--- src/rtl/logic_unit_arbiter.sv ---
// Round-robin arbiter feeding one shared bitwise logic unit for three requesters.
// Latency: grant one cycle after request sample, result valid the cycle after; held until res_ready.
module logic_unit_arbiter #(
  parameter int WIDTH = 8
) (
  input  logic             clk,
  input  logic             rst_n,
  input  logic [2:0]       req,
  input  logic [2:0]       op0,
  input  logic [2:0]       op1,
  input  logic [2:0]       op2,
  input  logic [WIDTH-1:0] a0,
  input  logic [WIDTH-1:0] a1,
  input  logic [WIDTH-1:0] a2,
  input  logic [WIDTH-1:0] b0,
  input  logic [WIDTH-1:0] b1,
  input  logic [WIDTH-1:0] b2,
  output logic [2:0]       gnt,
  output logic [WIDTH-1:0] res,
  output logic [1:0]       res_id,
  output logic             res_valid,
  input  logic             res_ready,
  output logic             busy
);

  typedef enum logic [1:0] {
    IDLE = 2'd0,
    EXEC = 2'd1,
    RESP = 2'd2
  } state_t;

  state_t           state_q, state_d;
  logic [1:0]       p_q, p_d;
  logic [1:0]       id_q, id_d;
  logic [2:0]       op_q, op_d;
  logic [WIDTH-1:0] a_q, a_d;
  logic [WIDTH-1:0] b_q, b_d;
  logic [WIDTH-1:0] res_q, res_d;
  logic [1:0]       res_id_q, res_id_d;
  logic [1:0]       win;

  // Scan from the highest offset down so the requester closest to p wins.
  function automatic logic [1:0] rr_pick(input logic [2:0] r, input logic [1:0] p);
    logic [2:0] s;
    logic [1:0] k;
    rr_pick = p;
    for (int i = 2; i >= 0; i--) begin
      s = {1'b0, p} + 3'(i);
      k = (s >= 3'd3) ? 2'(s - 3'd3) : 2'(s);
      if (r[k]) rr_pick = k;
    end
  endfunction

  function automatic logic [WIDTH-1:0] lu(input logic [2:0] op,
                                          input logic [WIDTH-1:0] a,
                                          input logic [WIDTH-1:0] b);
    case (op)
      3'd0:    lu = a & b;
      3'd1:    lu = a | b;
      3'd2:    lu = ~a;
      3'd3:    lu = ~b;
      3'd4:    lu = ~(a & b);
      3'd5:    lu = ~(a | b);
      3'd6:    lu = a ^ b;
      default: lu = ~(a ^ b);
    endcase
  endfunction

  assign win = rr_pick(req, p_q);

  always_comb begin
    state_d  = state_q;
    p_d      = p_q;
    id_d     = id_q;
    op_d     = op_q;
    a_d      = a_q;
    b_d      = b_q;
    res_d    = res_q;
    res_id_d = res_id_q;
    case (state_q)
      IDLE: begin
        if (req != 3'b000) begin
          id_d    = win;
          p_d     = (win == 2'd2) ? 2'd0 : win + 2'd1;
          state_d = EXEC;
          case (win)
            2'd0:    begin op_d = op0; a_d = a0; b_d = b0; end
            2'd1:    begin op_d = op1; a_d = a1; b_d = b1; end
            default: begin op_d = op2; a_d = a2; b_d = b2; end
          endcase
        end
      end
      EXEC: begin
        res_d    = lu(op_q, a_q, b_q);
        res_id_d = id_q;
        state_d  = RESP;
      end
      RESP: begin
        if (res_ready) state_d = IDLE;
      end
      default: state_d = IDLE;
    endcase
  end

  always_ff @(posedge clk) begin
    if (!rst_n) begin
      state_q  <= IDLE;
      p_q      <= 2'd0;
      id_q     <= 2'd0;
      op_q     <= 3'd0;
      a_q      <= '0;
      b_q      <= '0;
      res_q    <= '0;
      res_id_q <= 2'd0;
    end else begin
      state_q  <= state_d;
      p_q      <= p_d;
      id_q     <= id_d;
      op_q     <= op_d;
      a_q      <= a_d;
      b_q      <= b_d;
      res_q    <= res_d;
      res_id_q <= res_id_d;
    end
  end

  assign gnt       = (state_q == EXEC) ? (3'b001 << id_q) : 3'b000;
  assign res       = res_q;
  assign res_id    = res_id_q;
  assign res_valid = (state_q == RESP);
  assign busy      = (state_q != IDLE);

endmodule

--- config.mk ---
export PLATFORM = sky130hd
export DESIGN_NAME = logic_unit_arbiter
export DESIGN_NICKNAME = d
export VERILOG_FILES = /design/src/rtl/logic_unit_arbiter.sv
export SDC_FILE = /design/constraint.sdc
export NUM_CORES = 1
export LEC_CHECK = 0
export ABC_AREA = 1
export BUFFER_PORTS_ARGS = -buffer_cell sky130_fd_sc_hd__buf_2
export CAP_MARGIN = 10
export CORE_UTILIZATION = 53
export CTS_CLUSTER_DIAMETER = 120
export DETAILED_ROUTE_END_ITERATION = 8
export MAX_ROUTING_LAYER = met4
export PLACE_DENSITY_LB_ADDON = 0.08
export SYNTH_ARGS = -nofsm -noshare
export SYNTH_HDL_FRONTEND = slang
export SYNTH_SLANG_ARGS = --single-unit
--- constraint.sdc ---
create_clock -name clk -period 2.9 [get_ports clk]
set_clock_uncertainty 0.05 [all_clocks]
set_input_delay 0.435 -clock clk [delete_from_list [all_inputs] [get_ports clk]]
set_output_delay 0.435 -clock clk [all_outputs]
set_load 0.1 [all_outputs]
==> impl_metrics.tcl, run 1 <==
set metrics [dict create \
    hold_path.class "input port to register" \
    cp_max_fo 31 \
    async_reset_ff_share_pct 0 \
    synthCells 431 \
    placed_cell_area_mm2 0.00316 \
    internal_power_mw 1.67 \
    cts_root_buffer "clkbuf_8" \
    avgSynthCellArea_um2 6.33 \
    hold_depth 4 \
    grt_pass1_vias 2682 \
    synth_edf_count 0 \
    min_from "res_ready" \
    seqPwrFrac_pct 22.6 \
    status "complete, no violations" \
    syn_to_final_growth_pct 18.8 \
    cts_hold_buf 0 \
    drc 0 \
    pwr-share-clk_pct 8.7 \
    ys_warn_count 0 \
    grt_overflow 0 \
    hold_violations 0 \
    endpoint_kind "register" \
    clk_path_buf_depth 2 \
    io_buffers 77 \
    p_comb_share_pct 68.7 \
    peakVddDrop_uv 657 \
    dp_hpwl_um 5370 \
    fillers 447 \
    clk_latency_ps 280 \
    first_pass_iters 4 \
    grt_pass1_wl_um 11900 \
    clk_pin_slew_worst_paths_ps 70 \
    syn_nets 513 \
    setup_viol 0 \
    p_per_area_mw_per_mm2 1190 \
    report.final.slew_viol_count 0 \
    cts_tree "yes" \
    num_vias 2962 \
    antenna_found_initial 0 \
    yosysSeqAreaShare_pct 25.7 \
    finalNetCount 584 \
    hold-worst-slack_ps 343 \
    critical_path.startpoint_type "register" \
    antenna_cells 0 \
    fin_area_mm2 0.00324 \
    cts_resized 0 \
    post-route-period-util_pct 87.6 \
    globalplace.congestion 0.873 \
    rr_worst_depth 15 \
    drt_iter0_drc 255 \
    crit_required_ps 3070 \
    critPathKind "register to register" \
    drive_above_1_share_pct 24.5 \
    ys_ff_latch 35 \
    power.total_mw 3.87 \
    core_area_mm2 0.00485 \
    reg2reg_slack_ps 360 \
    drt_wl_total_um 7080 \
    rows 25 \
    worst_pin_slew_ps 707 \
    preCtsSetupSlack_ps 405 \
    start_util_pct 56.3 \
    layout_common_cells "buf_2 (77), nand3_1 (74), nand2_1 (72)" \
    netlist_area_mm2 0.00273 \
    synth.distinct_cells 27 \
    viasPerCell 5.20 \
    die_h_um 73.8 \
    rsz0062_at_grt "false" \
    final_common_cell "buf_2" \
    p_leak_nw 1.64 \
    p_sw_mw 2.20 \
    reg2reg_from "p_q[0]" \
    hold_end "state_q[1]" \
    cts.sink_count 35 \
    period_needed_ps 2540 \
    cts_buffers 5 \
    synth_flop_cell "dfxtp_1" \
    boundaryPins 78 \
    r2r_end "b_q[5]" \
    grt_max_degree 32 \
    relSlewSlack_pct 52.7 \
    wire_per_inst_um 12.4 \
    post-cts-setup-buffers 0 \
    drtAntennaViolNets 0 \
    fmax_ghz 0.393 \
    die_w_um 73.8 \
    grtUsageTotal_pct 29.0 \
    drv_cap 0 \
    die_area_mm2 0.00544 \
    htreeDepth 2 \
    arrival_ps 2710 \
    fin_ws_ps 358 \
    switching_share_pct 56.8 \
]
-- registers in the layout (all words and copies together), names as in the netlist --
signal	count
a_q	8
b_q	8
op_q	3
state_q	2
res	8
id_q	2
res_id	2
p_q	2
-- synthesized netlist by cell type, types with 9 or more instances --
cell type / count / area, um2
o21ai_0: 29 / 145
ha_1: 19 / 238
nor2_1: 45 / 169
nor2_2: 13 / 81.3
inv_1: 57 / 214
a21oi_1: 17 / 85.1
nand3_1: 74 / 370
clkbuf_1: 11 / 41.3
dfxtp_1: 35 / 701
a21oi_2: 11 / 96.3
nand2_1: 72 / 270
nor3_1: 9 / 45.0
-- worst max-delay path, stage by stage (launching register included) --
cell	delay, ps
dfxtp_1	370
inv_1	100
ha_1	390
inv_2	120
nand2_1	60
nand3_1	60
nand2_1	110
nand2_1	90
nand2_1	70
a21oi_2	150
buf_4	330
nand2_1	90
buf_4	230
nor2_2	100
nor2_1	60
a21oi_2	100
-- power groups by stage --
stage | registers (mW) | logic, mW | clock network [mW]
2_1_floorplan | 0.997 | 2.02 | 0
3_3_place_gp | 0.873 | 2.60 | 0
3_5_place_dp | 0.878 | 2.65 | 0
4_1_cts | 0.871 | 2.66 | 0.346
5_1_grt | 0.904 | 2.98 | 0.364
6_report | 0.876 | 2.66 | 0.337
-- how the worst max path moves through the flow --
stage                         to  startpoint
after global routing      a_q[6]      p_q[0]
after detailed placement  b_q[5]      p_q[0]
final                     b_q[5]      p_q[0]
after floorplan           gnt[0]  state_q[0]
after CTS                 b_q[5]      p_q[0]
after global placement    b_q[0]      p_q[0]
-- layer usage --
layer	global-route usage (%)	share of wire, %
met5	-	0
met4	10.0	1.5
met1	38.3	46
met3	3.84	6.7
met2	45.4	45
-- through the flow --
stage / std cells / TNS [ps] / util [%]
finish: 570 / 0 / 66.9
CTS: 570 / 0 / 66.9
floorplan: 431 / -705 / -
global route: 570 / 0 / 66.9
global placement: 562 / 0 / 65.2
detailed placement: 562 / 0 / 65.2
-- cells by family (layout without fill, tap and decap cells) --
family / count (synthesis) / in the layout / synth area share, %
compound gates: 81 / 81 / 18.8
fa+ha+maj: 19 / 19 / 8.71
buf+inv: 81 / 153 / 11.8
flops: 35 / 35 / 25.7
simple gates: 215 / 215 / 35.1
-- cell type report --
class / instances / area, um2 / area share [%]
Clock inverter: 1 / 5.00 / 0.154
Multi-Input combinational cell: 315 / 1710 / 52.8
Timing Repair Buffer: 83 / 430 / 13.3
Inverter: 62 / 233 / 7.18
Sequential cell: 35 / 701 / 21.6
Tap cell: 67 / 83.8 / 2.59
Clock buffer: 7 / 76.3 / 2.35
Power figures use the tool's default switching activity.
==> inputs of run 2 (changes only) <==
- CELL_PAD_IN_SITES_DETAIL_PLACEMENT: default -> 0
- CELL_PAD_IN_SITES_GLOBAL_PLACEMENT: default -> 1
- CORE_UTILIZATION: 53 -> 39
- clock period: 2.9 -> 2.97 ns (I/O delays scaled with it)
==> run 2 against run 1 <==
Wire length grew 8.4%. Sequential share of layout area fell by 0.54 points. Combinational power is essentially flat. Register-to-register slack better by 230 ps. First-iteration DRC count fell by 52%. Final cell count increased by 5.3%. Maximum frequency increased by 6.5%. Sequential cell count did not move. Clock power is 37% higher. Die area grew 35%. Via count shrank 0.14%. Critical path depth stayed put. Largest power group unchanged.
==> impl_metrics.tcl, run 2 (same netlist as run 1, synthesis figures left out) <==
set metrics [dict create \
    placed_cell_area_mm2 0.00320 \
    relSlewSlack_pct 55.6 \
    crit_path_start "p_q[0]" \
    finalNetCount 585 \
    fillers 727 \
    drt_iter0_drc 122 \
    die_h_um 85.7 \
    drc 0 \
    cts_root_buffer "clkbuf_8" \
    drive_above_1_share_pct 25.0 \
    r2r_end "a_q[2]" \
    reg2reg_from "p_q[0]" \
    die_w_um 85.7 \
    period_needed_ps 2390 \
    drv_cap 0 \
    rows 30 \
    p_sw_mw 2.23 \
    drtAntennaViolNets 0 \
    p_comb_share_pct 67.1 \
    cts_hold_buf 0 \
    cts_buffers 5 \
    die_area_mm2 0.00734 \
    cts_resized 0 \
    post-cts-setup-buffers 0 \
    hold-worst-slack_ps 356 \
    io_buffers 77 \
    p_per_area_mw_per_mm2 1210 \
    final_cells 600 \
    rsz0062_at_grt "false" \
    dp_cells 592 \
    fmax_ghz 0.419 \
    final_common_cell "buf_2" \
    antenna_found_initial 0 \
    setup_viol 0 \
    p_leak_nw 1.66 \
    grt_max_degree 41 \
    wire_per_inst_um 12.8 \
    worst_pin_slew_ps 665 \
    cts.sink_count 35 \
    crit_end "a_q[2]" \
    htreeDepth 2 \
    cp_common_cell "nand2_1" \
    layout_common_cells "buf_2 (77), nand3_1 (74), nand2_1 (72)" \
    globalplace.congestion 0.915 \
    grt_pass1_vias 2766 \
    grtUsageTotal_pct 22.7 \
    crit_chain "inv_1 -> ha_1 -> inv_2 -> nand2_1 -> nand3_1 -> nand2_1 -> nand2_1 -> nand2_1 -> a21oi_2 -> buf_4 -> nand2_1 -> buf_4 -> nor2_2 -> nor2_1 -> a21oi_2" \
    pwr-share-clk_pct 11.5 \
    cp_max_fo 20 \
    rr_worst_depth 15 \
    peakVddDrop_uv 421 \
    viasPerCell 4.93 \
    endpoint_kind "register" \
    clk_latency_ps 280 \
    antenna_cells 0 \
    reg2reg_slack_ps 580 \
    crit_required_ps 3150 \
    syn_to_final_growth_pct 21.9 \
    boundaryPins 78 \
    critical_path.startpoint_type "register" \
    max_stage_delay_ps 380 \
    hold_violations 0 \
    fin_ws_ps 584 \
    start_util_pct 40.2 \
    fin_area_mm2 0.00333 \
    post-route-period-util_pct 80.4 \
    critPathKind "register to register" \
    first_pass_iters 5 \
    status "complete, no violations" \
    report.final.slew_viol_count 0 \
    clk_pin_slew_worst_paths_ps 80 \
    crit_path_top_delay_cell "ha_1" \
    drt_wl_total_um 7680 \
    num_vias 2958 \
    power.total_mw 4.01 \
    clk_path_buf_depth 2 \
    seqPwrFrac_pct 21.4 \
    core_area_mm2 0.00679 \
    dp_hpwl_um 5730 \
    grt_pass1_wl_um 12800 \
    cts_tree "yes" \
    arrival_ps 2570 \
    switching_share_pct 55.6 \
    grt_overflow 0 \
    hold_path.class "input port to register" \
    preCtsSetupSlack_ps 593 \
    internal_power_mw 1.78 \
]
-- run 2: cell count changes in the layout (fill, tap and decap cells not counted) --
cell / before / now
inv_6: 0 / 1
clkbuf_8: 5 / 6
bufinv_16: 0 / 1
clkinv_2: 1 / 0
buf_4: 6 / 7
clkbuf_1: 2 / 0
-- run 2: final cells by class --
class | count | area [um2] | area share, %
multi-input cells | 315 | 1710 | 51.5
repair buffers | 84 | 438 | 13.2
inverters | 62 | 233 | 7.00
flip-flops and latches | 35 | 701 | 21.1
clock inverters | 2 | 38.8 | 1.17
clock buffers | 6 | 82.6 | 2.48
well taps | 96 | 120 | 3.61
-- run 2: power groups by stage --
stage / combinational [mW] / sequential [mW] / clock (mW)
2_1_floorplan: 1.97 / 0.974 / 0
3_3_place_gp: 2.67 / 0.855 / 0
3_5_place_dp: 2.69 / 0.863 / 0
4_1_cts: 2.70 / 0.853 / 0.477
5_1_grt: 3.03 / 0.885 / 0.495
6_report: 2.69 / 0.859 / 0.462
-- run 2: routing by layer --
| layer | global-route usage [%] | wire, um |
|---|---|---|
| met5 | - | 0 |
| met2 | 36.0 | 3470 |
| met4 | 4.55 | 48 |
| met3 | 3.08 | 347 |
| met1 | 30.9 | 3810 |
-- run 2: critical path, delay by kind of cell, from the launching register on --
kind,cells,cell delay (ps)
AO/OA/AOI/OAI,2,290
buffers and inverters,4,650
flip-flops,1,360
AND/OR/NAND/NOR,8,600
adder cells (fa/ha/maj),1,380
-- run 2: stage by stage --
step | setup TNS, ps | utilization, %
CTS | 0 | 49.0
detailed placement | 0 | 47.2
floorplan | -586 | -
global route | 0 | 49.0
global placement | 0 | 47.2
finish | 0 | 49.0
-- run 2: how the worst min path moves through the flow --
stage / from / end / slack, ps / cells past startpoint
final: res_ready / state_q[1] / 360 / 4
after global routing: a2[3] / a_q[3] / 380 / 3
after CTS: res_ready / state_q[1] / 350 / 4
after detailed placement: res[7] / res[7] / 400 / 2
after global placement: res_id[0] / res_id[0] / 400 / 2
after floorplan: p_q[0] / p_q[0] / 410 / 2
==> inputs of run 3 (changes only) <==
- ABC_AREA: 1 -> 0
- CORE_UTILIZATION: 39 -> 35
- clock period: 2.97 -> 2.17 ns (I/O delays scaled with it)
==> run 3 against run 2 <==
Final cell count down 8.5%. Register-to-register slack worse by 480 ps. Core utilization down 1.6 points. Largest cell class unchanged. Die area up 18%. Critical path type unchanged. Synthesized area up 6.7%. Via count up 0.85%. Clock power up 8.2%. Sequential share of layout area down 2.3 points. Maximum frequency up 15%.
==> impl_metrics.tcl, run 3 <==
set metrics [dict create \
    grt_max_degree 35 \
    reg2reg_from "p_q[0]" \
    grt_pass1_vias 2986 \
    synth.distinct_cells 56 \
    fmax_ghz 0.483 \
    globalplace.congestion 0.860 \
    grt_pass1_wl_um 14500 \
    preCtsSetupSlack_ps -97.0 \
    rows 32 \
    cts.sink_count 35 \
    cts_hold_buf 0 \
    status "complete, no violations" \
    final_common_cell "buf_2" \
    synthTopCellsByArea "dfxtp_1 (24%), ha_1 (8.2%), nand3_1 (5.3%), o21ai_0 (4.3%), nand2_1 (4.1%)" \
    start_util_pct 36.9 \
    avgSynthCellArea_um2 7.96 \
    async_reset_ff_share_pct 0 \
    p_per_area_mw_per_mm2 1070 \
    core_area_mm2 0.00789 \
    dp_cells 539 \
    antenna_cells 0 \
    dp_hpwl_um 6480 \
    final_core_util_pct 47.4 \
    r2r_end "a_q[2]" \
    layout_common_cells "buf_2 (74), dfxtp_1 (34), nand2_1 (31), nand3_1 (31), o21ai_0 (25)" \
    crit_required_ps 2340 \
    relSlewSlack_pct 60.6 \
    synth_edf_count 0 \
    clk_pin_slew_worst_paths_ps 80 \
    grtUsageTotal_pct 21.7 \
    max_stage_delay_ps 350 \
    reg2reg_slack_ps 100 \
    die_h_um 93.2 \
    p_leak_nw 1.56 \
    grt_overflow 0 \
    first_pass_iters 4 \
    grt.met3_usage_pct 2.68 \
    drt_iter0_drc 108 \
    crit_path_start "p_q[0]" \
    num_vias 2983 \
    ys_ff_latch 35 \
    drive_above_1_share_pct 32.2 \
    setup_tns_ps 0 \
    cts_tree "yes" \
    die_w_um 93.2 \
    wire_per_inst_um 15.6 \
    drv_cap 0 \
    synth_flop_cell "dfxtp_1" \
    drt_wl_total_um 8580 \
    yosysSeqAreaShare_pct 24.1 \
    syn_to_final_growth_pct 28.4 \
    peakVddDrop_uv 450 \
    drc 0 \
    cts_root_buffer "clkbuf_8" \
    fin_ws_ps 98.6 \
    viasPerCell 5.43 \
    grt_use_met2_pct 36.3 \
    period_needed_ps 2070 \
    top_usage_layer "met2" \
    synth_top_area_share_pct 24.1 \
    drtAntennaViolNets 0 \
    clk_latency_ps 280 \
    crit_chain "inv_2 -> ha_4 -> nand2_1 -> a22o_2 -> a22oi_4 -> nand2_4 -> o32ai_1 -> o2bb2ai_1" \
    endpoint_kind "register" \
    synthCells 366 \
    netlist_area_mm2 0.00291 \
    clk_path_buf_depth 2 \
    crit_path_top_delay_cell "dfxtp_1" \
    rsz0062_at_grt "false" \
    hold_violations 0 \
    rr_worst_depth 8 \
    post-route-period-util_pct 95.5 \
    cts_buffers 5 \
    ys_top_cells_by_count "dfxtp_1 (35), nand2_1 (32), nand3_1 (31), o21ai_0 (25), inv_1 (23)" \
    use_met1_pct 28.1 \
    io_buffers 77 \
    critical_path.startpoint_type "register" \
    boundaryPins 78 \
    die_area_mm2 0.00869 \
    htreeDepth 2 \
    synth.largest_area_cell "dfxtp_1" \
    crit_end "a_q[2]" \
    syn_nets 448 \
    antenna_found_initial 0 \
    report.final.slew_viol_count 0 \
    finalNetCount 529 \
    worst_pin_slew_ps 590 \
    hold_path.class "input port to register" \
    critPathKind "register to register" \
    final_cells 549 \
    ys_warn_count 0 \
    synth.most_common_cell "dfxtp_1" \
    setup_viol 0 \
    cp_max_fo 11 \
    arrival_ps 2240 \
]
==> run 3: stage by stage <==
stage / hold WS [ps] / instance area, um2 / power, mW
3_3_place_gp: 399 / 3510 / 3.33
2_1_floorplan: 408 / 2950 / 2.76
6_report: 210 / 3740 / 4.01
3_5_place_dp: 406 / 3510 / 3.35
5_1_grt: 220 / 3740 / 4.36
4_1_cts: 206 / 3640 / 3.93
==> run 3: repair_timing <==
action / CTS / global route
endpoints found under the setup margin: 22 / 22
buffers inserted: 3 / 0
endpoints found under the hold margin: 0 / 0
gates resized for setup: 5 / 15
pin swaps: 2 / 2
==> run 3: worst min-delay path by stage <==
stage | startpoint | end | slack [ps] | depth (start not counted)
after CTS | op2[1] | op_q[1] | 210 | 3
final | b2[6] | b_q[6] | 210 | 3
after floorplan | a2[0] | a_q[0] | 410 | 2
after global placement | res[2] | res[2] | 400 | 2
after detailed placement | res[7] | res[7] | 410 | 2
after global routing | b2[6] | b_q[6] | 220 | 3
==> run 3: logic make-up after synthesis <==
kind of cell             share of synthesized area (%)
AO/OA/AOI/OAI                                     30.5
XOR/XNOR                                          1.80
adder cells (fa/ha/maj)                           8.16
buffers and inverters                             9.75
flip-flops                                        24.1
multiplexers                                      2.23
AND/OR/NAND/NOR                                   23.5
==> run 3: layout make-up <==
cell class / instances / area [um2]
flip-flops and latches: 35 / 702
multi-input cells: 278 / 2060
inverters: 23 / 86.3
repair buffers: 104 / 674
fillers: 797 / 4150
clock buffers: 6 / 82.6
well taps: 102 / 128
clock inverters: 1 / 5.00
==> run 3: layer usage <==
layer	vias up	wire length [um]
met5	-	0
met4	0	85
met3	6	278
met2	69	4090
met1	1419	4130
li1	1489	-
==> run 3: critical path: cells and delay by family, from the launching register on <==
kind / cells / cell delay (ps)
buffers and inverters: 1 / 60
and+or+nand+nor: 2 / 230
AOI/OAI and AO/OA: 4 / 1000
DFF: 1 / 350
adders and majority gates: 1 / 310
==> run 3: power by group <==
group | internal (mW) | switching [mW] | leakage (nW)
clock | 0.250 | 0.250 | 0.0470
combinational | 1.06 | 1.42 | 1.23
sequential | 0.811 | 0.217 | 0.288
